===== src/rtl/fifo_wr_arbiter.sv =====
// ---------------------------------------------------------------------------
// fifo_wr_arbiter
//
// Round-robin, packet-locked arbiter that shares a single FIFO write port
// among NREQ requesters living in the write clock domain. Once a requester
// wins, it keeps the port until its last word (or until MAXPKT beats have
// moved), so packets never interleave inside the FIFO. An over-long packet
// is cut off, the sticky pkt_err flag is raised and the requester's leftover
// words compete again as a fresh packet.
//
// Ports
//   wclk       : write-domain clock, rising edge
//   wrst       : synchronous active-high reset
//   req_valid  : per-requester word valid                      [NREQ]
//   req_last   : per-requester last-word marker                [NREQ]
//   req_data   : flattened data, requester i at [i*DSIZE +: DSIZE]
//   req_ready  : per-requester accept                          [NREQ]
//   wfull      : registered FIFO full flag
//   winc       : FIFO write enable
//   wdata      : FIFO write data                               [DSIZE]
//   gnt_valid  : a grant is currently held
//   gnt_id     : current or most recent grantee                [IDW]
//   pkt_err    : sticky "packet exceeded MAXPKT beats" flag
//   err_clr    : clears pkt_err on the next edge
// ---------------------------------------------------------------------------
module fifo_wr_arbiter #(
   parameter int NREQ   = 4,
   parameter int DSIZE  = 8,
   parameter int MAXPKT = 16,
   parameter int IDW    = (NREQ > 1) ? $clog2(NREQ) : 1
) (
   input  logic                    wclk,
   input  logic                    wrst,
   input  logic [NREQ-1:0]         req_valid,
   input  logic [NREQ-1:0]         req_last,
   input  logic [NREQ*DSIZE-1:0]   req_data,
   output logic [NREQ-1:0]         req_ready,
   input  logic                    wfull,
   output logic                    winc,
   output logic [DSIZE-1:0]        wdata,
   output logic                    gnt_valid,
   output logic [IDW-1:0]          gnt_id,
   output logic                    pkt_err,
   input  logic                    err_clr
);

   localparam int CW = $clog2(MAXPKT + 1);

   typedef enum logic {IDLE, BUSY} state_t;

   state_t           r_state;
   logic [IDW-1:0]   r_rrPtr;
   logic [IDW-1:0]   r_gntId;
   logic [CW-1:0]    r_beatCnt;
   logic             r_pktErr;

   state_t           w_nextState;
   logic [IDW-1:0]   w_nextRrPtr;
   logic [IDW-1:0]   w_nextGntId;
   logic [CW-1:0]    w_nextBeatCnt;
   logic             w_nextPktErr;

   logic             w_found;
   logic [IDW-1:0]   w_pick;
   logic             w_gValid;
   logic             w_gLast;
   logic [DSIZE-1:0] w_gData;
   logic             w_xfer;
   logic             w_atMax;
   logic [IDW-1:0]   w_afterGnt;

   // Round-robin search: first pass covers indices at or above rr_ptr,
   // second pass wraps around to the ones below it.
   always_comb begin
      w_found = 1'b0;
      w_pick  = '0;
      for (int i = 0; i < NREQ; i++) begin
         if (!w_found && req_valid[i] && (IDW'(i) >= r_rrPtr)) begin
            w_found = 1'b1;
            w_pick  = IDW'(i);
         end
      end
      for (int i = 0; i < NREQ; i++) begin
         if (!w_found && req_valid[i]) begin
            w_found = 1'b1;
            w_pick  = IDW'(i);
         end
      end
   end

   // Select the granted requester's valid/last/data with constant indices.
   always_comb begin
      w_gValid = 1'b0;
      w_gLast  = 1'b0;
      w_gData  = '0;
      for (int i = 0; i < NREQ; i++) begin
         if (r_gntId == IDW'(i)) begin
            w_gValid = req_valid[i];
            w_gLast  = req_last[i];
            w_gData  = req_data[i*DSIZE +: DSIZE];
         end
      end
   end

   // A beat moves only when the grantee offers a word and the FIFO has room.
   // wfull is registered by the FIFO and already accounts for prior writes.
   always_comb begin
      w_xfer     = (r_state == BUSY) && w_gValid && !wfull;
      w_atMax    = (int'(r_beatCnt) + 1 == MAXPKT);
      w_afterGnt = (r_gntId == IDW'(NREQ - 1)) ? '0 : r_gntId + 1'b1;
   end

   // Next-state logic. A forced release (MAXPKT reached without last) sets
   // the error flag; that set takes priority over a coincident err_clr.
   always_comb begin
      w_nextState   = r_state;
      w_nextRrPtr   = r_rrPtr;
      w_nextGntId   = r_gntId;
      w_nextBeatCnt = r_beatCnt;
      w_nextPktErr  = err_clr ? 1'b0 : r_pktErr;
      case (r_state)
         IDLE: begin
            if (w_found) begin
               w_nextState   = BUSY;
               w_nextGntId   = w_pick;
               w_nextBeatCnt = '0;
            end
         end
         BUSY: begin
            if (w_xfer) begin
               w_nextBeatCnt = r_beatCnt + CW'(1);
               if (w_gLast || w_atMax) begin
                  w_nextState = IDLE;
                  w_nextRrPtr = w_afterGnt;
               end
               if (w_atMax && !w_gLast) begin
                  w_nextPktErr = 1'b1;
               end
            end
         end
         default: w_nextState = IDLE;
      endcase
   end

   // State register with synchronous reset; a reset mid-packet simply drops
   // the grant and the partial packet.
   always_ff @(posedge wclk) begin
      if (wrst) begin
         r_state   <= IDLE;
         r_rrPtr   <= '0;
         r_gntId   <= '0;
         r_beatCnt <= '0;
         r_pktErr  <= 1'b0;
      end else begin
         r_state   <= w_nextState;
         r_rrPtr   <= w_nextRrPtr;
         r_gntId   <= w_nextGntId;
         r_beatCnt <= w_nextBeatCnt;
         r_pktErr  <= w_nextPktErr;
      end
   end

   // Outputs are decoded from registered state; only the grantee sees ready.
   always_comb begin
      req_ready = '0;
      for (int i = 0; i < NREQ; i++) begin
         if ((r_state == BUSY) && (r_gntId == IDW'(i)) && !wfull) begin
            req_ready[i] = 1'b1;
         end
      end
      winc      = w_xfer;
      wdata     = w_gData;
      gnt_valid = (r_state == BUSY);
      gnt_id    = r_gntId;
      pkt_err   = r_pktErr;
   end

endmodule


===== config.mk =====
export PLATFORM = sky130hd
export DESIGN_NAME = fifo_wr_arbiter
export DESIGN_NICKNAME = d
export VERILOG_FILES = /design/src/rtl/fifo_wr_arbiter.sv
export SDC_FILE = /design/constraint.sdc
export NUM_CORES = 1
export LEC_CHECK = 0
export ABC_AREA = 1
export ABC_CLOCK_PERIOD_IN_PS = 2300
export CAP_MARGIN = 20
export CORE_ASPECT_RATIO = 2
export CORE_MARGIN = 1
export CORE_UTILIZATION = 38
export DETAILED_ROUTE_END_ITERATION = 6
export GPL_ROUTABILITY_DRIVEN = 0
export PLACE_DENSITY = 0.91
export SYNTH_ARGS = -nofsm -noshare
export SYNTH_HDL_FRONTEND = slang
export SYNTH_SLANG_ARGS = --single-unit

===== constraint.sdc =====
create_clock -name wclk -period 2.3 [get_ports wclk]
set_input_delay 0.69 -clock wclk [delete_from_list [all_inputs] [get_ports wclk]]
set_output_delay 0.69 -clock wclk [all_outputs]
set_load 0.05 [all_outputs]

==> impl_metrics.yaml <==
logic_synthesis:
  yosys.cell_types.count: 25
  yosys.area_share.adder_pct: 6.02
  netlist_instances: 177
  synth_top_family_by_area: "simple AND/OR/NAND/NOR gates"
  synth-seq-area-share_pct: 21.2
  synth_xor_area_share_pct: 0
  ys_warn_count: 0
  synth-seq-cells: 11
  muxShareOfSynthArea_pct: 0
  synthSimpleGateAreaFrac_pct: 40.2
  avgSynthCellArea_um2: 5.87
  synth_compound_area_share_pct: 21.9
  syn_nets: 226
  netlist_area_um2: 1040
routing:
  remaining_drc_errors: 0
  drt_first_pass_iters: 5
  finalWirelength_um: 4200
  drt-wirelength-per-cell_um: 14.7
  vias_per_cell: 5.32
  drt_iter0_markers: 57
  via_count: 1516
  postRouteAntennaNets: 0
timing:
  finClkSkew_ns: 0.000327
  rsz0062_at_grt: "yes"
  worstMarginPinSlew_ns: 0.496
  finalCriticalPeriod_ns: 2.44
  relSlewSlack_pct: 66.8
  fin_crit_sh_pct: 106
  maxSlewViolCount: 0
  fmax_ghz: 0.410
  hold_violations: 0
  worst_slack_ns: -0.136
  setup_viol: 9
floorplan:
  die_h_um: 76.0
  coreArea_um2: 2570
  row_count: 26
  die_x_um: 39.0
  dieArea_um2: 2960
  start_util_pct: 40.5
  top_level_ports: 61
cells_and_area:
  drive_gt1_share_pct: 30.7
  nets: 307
  stdcell_count: 285
  syn_to_final_growth_pct: 106
  final_area_um2: 2140
  diodes: 0
power:
  irDropWorstVdd_v: 0.000413
  p_comb_share_pct: 62.2
  power_frac_clock_pct: 18.2
  internal-power_mw: 0.645
  switching_share_pct: 40.5
  power_frac_seq_pct: 19.6
  p_per_area_nw_per_um2: 506
  switchingPower_mw: 0.439
  power.leakage_nw: 0.927
worst_setup_path:
  critPathMaxFanout: 1
  slowest_stage: "clkdlybuf4s50_1"
  path_class: "input port to primary output"
  cp.required_ns: 1.61
  arrival_ns: 1.75
  critPathLaunchType: "input port"
  cp-end-kind: "primary output"
  max_stage_delay_ns: 0.48
  worstPathCellList: "clkdlybuf4s50_1, a21oi_1, nand2_1, o21ai_2, o21ai_4, buf_12"
run:
  cap_viol_max_count: 0
grt:
  track_usage_pct: 29.9
  grt_first_pass_wirelength_um: 6420
  grt.overflow.total: 0
  grt_max_degree: 13
  antenna_found_initial: 0
  grt_pass1_vias: 1572
clocking:
  cts_buffers: 3
  max-clock-path-buffers: 2
  clkLatencyLatePin_ns: 0.24
  path_clk_slew_ns: 0.05
  numClockSinks: 11
  cts_root_buf: "clkbuf_8"
  cts_tree: "yes"
  cts_hold_buf: 0
  htree_levels: 1
placement:
  pre_cts_ws_ns: -0.244
  dp.cells: 277
  io_buffers: 60
  dpl_cell_area_um2: 1990
  detailed_place_hpwl_um: 3090
run_status:
  status: "finished, violations left"
  violations: "setup timing"
worst_hold_path:
  hold_class: "flip-flop to flip-flop"
-- worst paths after layout --
path,from,slack [ns],cells after the start,end
setup / recovery,req_data[11],-0.14,6,wdata[3]
hold / removal,pkt_err,0.46,2,pkt_err
setup reg to reg,gnt_id[1],0.43,12,gnt_valid
hold reg to reg,pkt_err,0.46,2,pkt_err
-- sequential cells by signal, summed over array words and instances, names as in the netlist --
signal	flops
pkt_err	1
r_rrPtr	2
gnt_id	2
gnt_valid	1
r_beatCnt	5
-- synthesized netlist by cell type (all sizes together) --
cell type / number / share of area (%)
or2: 2 / 1.4
clkbuf: 1 / 0.36
nor3: 1 / 0.48
inv: 18 / 6.5
nor2: 14 / 7.0
dfxtp: 11 / 21
a21boi: 1 / 0.72
ha: 5 / 6.0
nand4: 1 / 0.60
nand3: 15 / 8.2
nand2: 59 / 23
o21ai: 22 / 11
buf: 4 / 3.0
clkinv: 1 / 0.84
a21oi: 22 / 11
-- power by group through the flow --
stage | clock network [mW] | registers [mW] | logic [mW]
2_1_floorplan | 0 | 0.228 | 0.312
5_1_grt | 0.211 | 0.213 | 0.711
3_3_place_gp | 0 | 0.212 | 0.610
4_1_cts | 0.201 | 0.211 | 0.654
6_report | 0.197 | 0.212 | 0.675
3_5_place_dp | 0 | 0.213 | 0.623
-- worst max-delay path: cells and delay by family --
family,cells,cell delay [ns]
buffers and inverters,2,0.63
AOI/OAI and AO/OA,3,0.33
and+or+nand+nor,1,0.09
-- kinds of logic after synthesis --
family          Yosys count
simple gates             92
compound gates           45
fa+ha+maj                 5
buf+inv                  24
flops                    11
-- per-layer routing --
metal | share of wire [%] | track usage, % | vias to the layer above
met4 | 4.4 | 16.6 | 0
met2 | 54 | 55.5 | 83
met5 | 0 | 0 | -
li1 | - | - | 736
met1 | 33 | 23.9 | 678
met3 | 8.8 | 9.62 | 19
-- cell usage in the layout, fill, tap and decap left out, drive strengths merged, types with 2 or more instances in the layout --
master         Yosys  final
a21oi             22     22
buf                4     34
clkbuf             1      4
clkdlybuf4s50      0     41
dfxtp             11     11
dlygate4sd2        0      6
ha                 5      5
inv               18     18
nand2             59     59
nand3             15     15
nor2              14     14
o21ai             22     22
or2                2      2
-- final cells by class --
type                            count  area [um^2]
Sequential cell                    11          228
Multi-Input combinational cell    142          870
Clock buffer                        4         45.0
Inverter                           19         83.8
Timing Repair Buffer               81          883
Tap cell                           28         35.0
Fill cell                         155          425
-- timing repair --
| item | 4_1_cts | 5_1_grt |
|---|---|---|
| setup endpoints to repair | 13 | 9 |
| setup buffers | 3 | 1 |
| resized for setup | 34 | 8 |
| pin swaps | 14 | 9 |
-- per-stage QoR --
stage	TNS [ns]	hold WS [ns]	util [%]	total power, mW
after floorplan	-0.243	0.459	-	0.540
after global placement	-1.69	0.453	77.3	0.822
after detailed placement	-2.06	0.459	77.3	0.836
after CTS	-0.692	0.466	82.3	1.07
after global routing	-1.35	0.520	83.4	1.13
final	-0.753	0.463	83.4	1.08
No activity file was read; power rests on OpenSTA's default activity.
